### config.mk
export PLATFORM = sky130hd
export DESIGN_NAME = calendar_counter
export DESIGN_NICKNAME = d
export VERILOG_FILES = /design/src/rtl/calendar_counter.sv
export SDC_FILE = /design/constraint.sdc
export NUM_CORES = 1
export LEC_CHECK = 0
export ABC_AREA = 1
export CORE_UTILIZATION = 50
export DETAILED_ROUTE_END_ITERATION = 10
export DONT_BUFFER_PORTS = 1
export PLACE_DENSITY_LB_ADDON = 0.08
export SLEW_MARGIN = 20
export SYNTH_ARGS = -nofsm -noshare
export SYNTH_HDL_FRONTEND = slang
export SYNTH_SLANG_ARGS = --single-unit
### constraint.sdc
create_clock -name clk -period 4 [get_ports clk]
set_input_delay 0.2 -clock clk [delete_from_list [all_inputs] [get_ports clk]]
set_output_delay 0.2 -clock clk [all_outputs]
set_load 0.02 [all_outputs]
### src/rtl/calendar_counter.sv
// Month/day/weekday calendar stepping one day per tick, with validated synchronous load.
// Load takes priority over tick; illegal loads are rejected with a one-cycle load_err pulse.
module calendar_counter #(
  parameter int START_MONTH = 1,
  parameter int START_DAY   = 1,
  parameter int START_WDAY  = 0
) (
  input  logic       clk,
  input  logic       rst_n,
  input  logic       tick,
  input  logic       leap,
  input  logic       load,
  input  logic [3:0] load_month,
  input  logic [4:0] load_day,
  input  logic [2:0] load_wday,
  output logic [3:0] month,
  output logic [4:0] day,
  output logic [2:0] wday,
  output logic       long_month,
  output logic       month_end,
  output logic       year_wrap,
  output logic       load_err
);

  function automatic logic [4:0] mlen(input logic [3:0] m, input logic lp);
    case (m)
      4'd2:                    mlen = 5'd28 + {4'd0, lp};
      4'd4, 4'd6, 4'd9, 4'd11: mlen = 5'd30;
      default:                 mlen = 5'd31;
    endcase
  endfunction

  logic load_ok;

  always_comb begin
    long_month = 1'b0;
    case (month)
      4'd1, 4'd3, 4'd5, 4'd7, 4'd8, 4'd10, 4'd12: long_month = 1'b1;
      default:                                    long_month = 1'b0;
    endcase
  end

  // >= rather than == so a stale Feb 29 still rolls over once leap drops
  assign month_end = (day >= mlen(month, leap));

  assign load_ok = (load_month >= 4'd1) && (load_month <= 4'd12) &&
                   (load_day >= 5'd1) && (load_day <= mlen(load_month, leap)) &&
                   (load_wday <= 3'd6);

  always_ff @(posedge clk or negedge rst_n) begin
    if (!rst_n) begin
      month     <= 4'(START_MONTH);
      day       <= 5'(START_DAY);
      wday      <= 3'(START_WDAY);
      year_wrap <= 1'b0;
      load_err  <= 1'b0;
    end else if (load) begin
      year_wrap <= 1'b0;
      load_err  <= !load_ok;
      if (load_ok) begin
        month <= load_month;
        day   <= load_day;
        wday  <= load_wday;
      end
    end else if (tick) begin
      load_err <= 1'b0;
      wday     <= (wday == 3'd6) ? 3'd0 : wday + 3'd1;
      if (month_end) begin
        day       <= 5'd1;
        month     <= (month == 4'd12) ? 4'd1 : month + 4'd1;
        year_wrap <= (month == 4'd12);
      end else begin
        day       <= day + 5'd1;
        year_wrap <= 1'b0;
      end
    end else begin
      year_wrap <= 1'b0;
      load_err  <= 1'b0;
    end
  end

endmodule
## Yosys cells after proc, flatten, opt, wreduce, memory -nomap -nowiden

Index checks and enable logic that the tools add are counted.

- Register bits: 14
- Bits of input ports: 17
- Logic and storage cells: 66

- Add/subtract/negate cells: 4
- Reductions and logical operators: 12
- Mux-type cells: 20
- Eq/ne operators: 19
- Order comparisons: 6

Operators with widths:

| cell | count |
|---|---|
| == test 4 bit (second input constant) | 7 |
| == test 4 x 3 -> 1 bit (second input constant) | 6 |
| 2-to-1 mux 4 bit | 5 |
| 2-to-1 mux 5 bit | 4 |
| case mux 5 bit (2 select lines) | 2 |
| == test 4 x 2 -> 1 bit (second input constant) | 3 |
| 2-to-1 mux 3 bit | 4 |
| OR reduction 4 bit | 2 |
| OR reduction 7 bit | 1 |
| adder 5 x 1 -> 5 bit (second input constant) | 1 |
| greater-or-equal comparator 5 x 1 -> 1 bit (second input constant) | 1 |
| greater-or-equal comparator 5 bit | 1 |
| less-or-equal comparator 5 bit | 1 |
| 2-to-1 mux 1 bit | 5 |
| adder 3 x 2 -> 4 bit (first input constant) | 1 |
| adder 4 x 1 -> 4 bit (second input constant) | 1 |
| == test 4 x 1 -> 1 bit (second input constant) | 1 |
| greater-or-equal comparator 4 x 1 -> 1 bit (second input constant) | 1 |
| less-or-equal comparator 4 bit (second input constant) | 1 |
| logical AND 1 bit | 4 |
| nonzero test 2 bit | 2 |
| adder 3 x 1 -> 3 bit (second input constant) | 1 |
| == test 3 bit (second input constant) | 1 |
| less-or-equal comparator 3 bit (second input constant) | 1 |
| other kinds (4) | 4 |

## Depth between registers and ports, before layout

- Depth after elaboration: 8
- Mapped depth: 15
- Mapped depth without buffers: 15

## Worst setup path after synthesis

No wires, ideal clock.

- Path type: register to register
- From: register month[0]
- To: register month[1]
- Slack: 1.754 ns
- Clock period less this slack: 2.246 ns
- Path buffers: 0
- Arrival: 2.129 ns
- Library setup time: 0.117 ns
- Cell stages (with the launch flop): 15
- Path through: dfstp_2 inv_1 ha_1 nor2_1 o21ai_0 a21oi_1 ha_1 o21ai_1 nand2_1 nand2_2 clkinv_2 nand3_4 nand2_2 nand2_1 nand2_1

- Word-level cells in the longest chain between the ends: 6
- Elaborated cells on any way between the ends: 16
- Those cells by class: add/sub (1); order compare (1); eq/ne (6); mux (5); reduce/logical (3)

Ends and longest elaborated chain:

| element | line | source |
|---|---|---|
| start: declaration | 16 | `output logic [3:0] month,` |
| start signal: assignment | 52 | `month <= 4'(START_MONTH);` |
| start signal: assignment | 61 | `month <= load_month;` |
| start signal: assignment | 70 | `month <= (month == 4'd12) ? 4'd1 : month + 4'd1;` |
| == test 4 x 3 -> 1 bit / == test 4 bit (equally long branches) | 26 | `case (m)` |
| OR reduction 4 bit | 26 |  |
| case mux 5 bit (2 select lines) (*) | 26 |  |
| greater-or-equal comparator 5 bit (*) | 44 | `assign month_end = (day >= mlen(month, leap));` |
| net month_end | 20 | `output logic month_end,` |
| nonzero test 2 bit (no source line) (*) | -- |  |
| AND reduction 3 bit (no source line) (*) | -- |  |

The timed path passes the listed nets; every way through them passes the cells marked *. The select of a mux whose other input is x is not followed.
A chain may end at the register's enable or synchronous reset.

## Worst setup path after layout

- From: register month[0]
- To: output month_end

- Word-level cells in the longest chain between the ends: 4
- Elaborated cells on any way between the ends: 8
- Those cells by class: order compare (1); eq/ne (5); mux (1); reduce/logical (1)

Ends and longest elaborated chain:

| element | line |
|---|---|
| == test 4 x 3 -> 1 bit / == test 4 bit (equally long branches) | 26 |
| OR reduction 4 bit | 26 |
| case mux 5 bit (2 select lines) (*) | 26 |
| greater-or-equal comparator 5 bit (*) | 44 |
| end: declaration | 20 |

Every way passes the cells marked *; elsewhere a longest branch is shown, timed or not.

==> impl_results.md <==
* Max_slew headroom at 44.8%
* Setup TNS at 0 ps
* Starting Density at around 53%
* Static Leakage at between 0.6 and 0.7 nW
* Wire per inst at between 10 and 15 um
* Post-DR vias/cell at 5.56
* Largest net degree at the start of global routing at 16
* Final hold violation count at 0
* Vias in the first global route at about 1,100
* Average cell area after synthesis at ~7.1 um^2
* Detailed Route WL at about 2.6 mm
* Number of core rows at 17
* H-tree depth at 1
* Yosys Warn Count at 0
* Yosys reg bits at 14
* CP Capture Point: month_end
* Initial antenna violation count at 0
* Crit Reg-Reg Startpoint: month[0]
* HPWL Detailed at 2.06 mm
* First-pass GRT wire length at between 4 and 5 mm
* DIE HEIGHT at 50.8 um
* CTS sink count at 14
* Seq/Total Area, Yosys at 29.7%
* Crit start category: register
* Status: finished, final reports clean
* Worst Clk Skew at roughly 9.8 ps
* CTS tree: yes
* Global route total overflow at 0
* Reg clk slew, reported paths at approximately 80 ps
* Final slew viol count at 0
* Finish-stage setup viols at 0
* Post-synth EDFFs at 0
* Worst-skew pair later-pin latency at between 200 and 300 ps
* Top-count cell post-synth: nand2_1
* Distinct cells, synth at 34
* Syn Nets at around 190
* Slew @ Worst Pin at between 800 and 900 ps
* IO Count at 33
* CP Capture Type: output pin
* PortBufs at 0
* Post-Syn Instances at about 170
* Layout Nets at approximately 200
* Worst Path Required at 3800 ps
* Cell taking the most area after synthesis: dfrtp_1
* Via count at roughly 1,100
* Pwr dens at ~420 mW/mm^2
* CTS Buf Count at 3
* Hold Crit Start: load
* Fillers at 226
* Area Overhead vs Synth at 3.36%
* RR Endpoint: month[1]
* Share of layout cells above drive strength 1 at a little over an eighth
* Post-DRT Antenna Nets at 0
* Die Footprint at 0.00258 mm^2
* # diodes at 0
* Pre-antenna DRT Iters at 4
* Post-synth ARST share at between 90% and 100%
* Overall die width at about 50 um
* Hold Crit Class: primary input to register
* Period utilisation layout at 64.1%
* Maximum clock rate at roughly 0.39 GHz
* Synth cell count leaders: nand2_1 (45), nand3_1 (22), inv_1 (18), dfrtp_1 (12), o21ai_0 (10)
* Core Box Area at ~0.0022 mm^2
* Root Buffer: clkbuf_4
* Kind of critical path: register to output pin
* Synth top area share at between 20% and 30%
* Routability cong. at approximately 0.88
* Worst reg2reg setup slack at 1480 ps
* Primary FF master, synth: dfrtp_1
* Max IR drop VDD at 0.000241 V
* Largest buffer count on any clock path at 2
* DR DRC count at 0
* Minimum clock period at approximately 2600 ps
* Top post-synthesis cells by area: dfrtp_1 (25%), nand2_1 (14%), ha_1 (9.5%), nand3_1 (9.3%), inv_1 (5.7%)
* Cell count of the worst reg-to-reg path at 14
* Worst EP arrival at ~2400 ps
* Unrepaired setup endpoints after global routing: no
* Critical-path maximum fanout at 7
* Max capacitance violation total at 0
* Gr usage total at ~22%
* Final Util at 55.1%
* Post-Synthesis Cell Area at 0.00119 mm^2
* Critical path launch point: month[0]
* Initial DRC count at 16
-- repair_timing --
item / in CTS / in global routing
resized for setup: 0 / 0
setup buffers: 0 / 0
hold buffers: 1 / 0
hold endpoints to repair: 14 / 0
endpoints found under the setup margin: 0 / 0
-- registers in the layout, indices dropped and copies added (netlist names) --
signal,flops
day,5
month,4
wday,3
load_err,1
year_wrap,1
-- final cells by class --
cell class	count	area [um^2]	share of cell area [%]
multi-input cells	126	718	58.4
flip-flops and latches	14	353	28.7
inverters	24	91.3	7.43
well taps	28	35.0	2.85
clock buffers	3	22.5	1.83
repair buffers	1	10.0	0.814
-- worst min path at each step --
stage | to | slack [ps] | cells after the start
global placement | day[4] | -100 | 0
CTS | month[0] | 90 | 3
floorplan | day[1] | -100 | 0
finish | day[0] | 90 | 3
detailed placement | day[4] | -100 | 0
global route | day[0] | 90 | 3
-- layout by cell type, fill, tap and decap left out, types with 2 or more instances in the layout --
cell type   n
nand2_2     5
a21oi_1     3
xor2_1      3
nand3_1    22
nand2_1    45
nor2_1      9
nand3_2     2
inv_2       4
dfstp_2     2
o22ai_1     2
o21ai_0    10
nand3_4     2
ha_1        9
dfrtp_1    12
nor3_1      2
clkbuf_4    3
inv_1      18
-- metrics by stage --
| stage | hold WS [ps] | instance area, um^2 | setup WS (ps) | power, W | instances |
|---|---|---|---|---|---|
| after CTS | 86.3 | 1230 | 1440 | 0.000520 | 196 |
| after detailed placement | -95.3 | 1200 | 1490 | 0.000438 | 192 |
| after global placement | -95.3 | 1200 | 1590 | 0.000432 | 192 |
| after floorplan | -95.6 | 1190 | 1750 | 0.000403 | 168 |
| after global routing | 94.4 | 1230 | 1280 | 0.000561 | 196 |
| final | 91.8 | 1230 | 1440 | 0.000515 | 196 |
-- cell families (layout without fill, tap and decap cells) --
kind of cell / after synthesis / after routing / synth area share, %
compound gates: 21 / 21 / 10.2
xor+xnor: 4 / 4 / 2.94
fa+ha+maj: 9 / 9 / 9.46
buf+inv: 28 / 28 / 9.99
flops: 14 / 14 / 29.7
simple gates: 92 / 92 / 37.8
-- worst max-delay path, stage by stage (launching register included) --
cell and delay (ps):
dfstp_2 660, inv_1 90, ha_1 220, nor2_1 150
o21ai_0 100, a21oi_1 140, ha_1 240, o21ai_1 130
nand2_1 80, nand2_2 130, clkinv_2 160
-- power breakdown --
group           total, W  internal, W  switching (W)
clock          0.0000758    0.0000348      0.0000409
sequential      0.000262     0.000173      0.0000884
combinational   0.000178    0.0000709       0.000107
total           0.000515     0.000279       0.000236
-- layer usage --
layer	vias to the layer above	track usage, %	wire length, um
met5	-	0	0
met4	0	12.0	35
met3	4	3.94	215
met2	48	34.4	1110
met1	488	29.6	1220
li1	549	-	-
(Power assumes the default switching activity.)
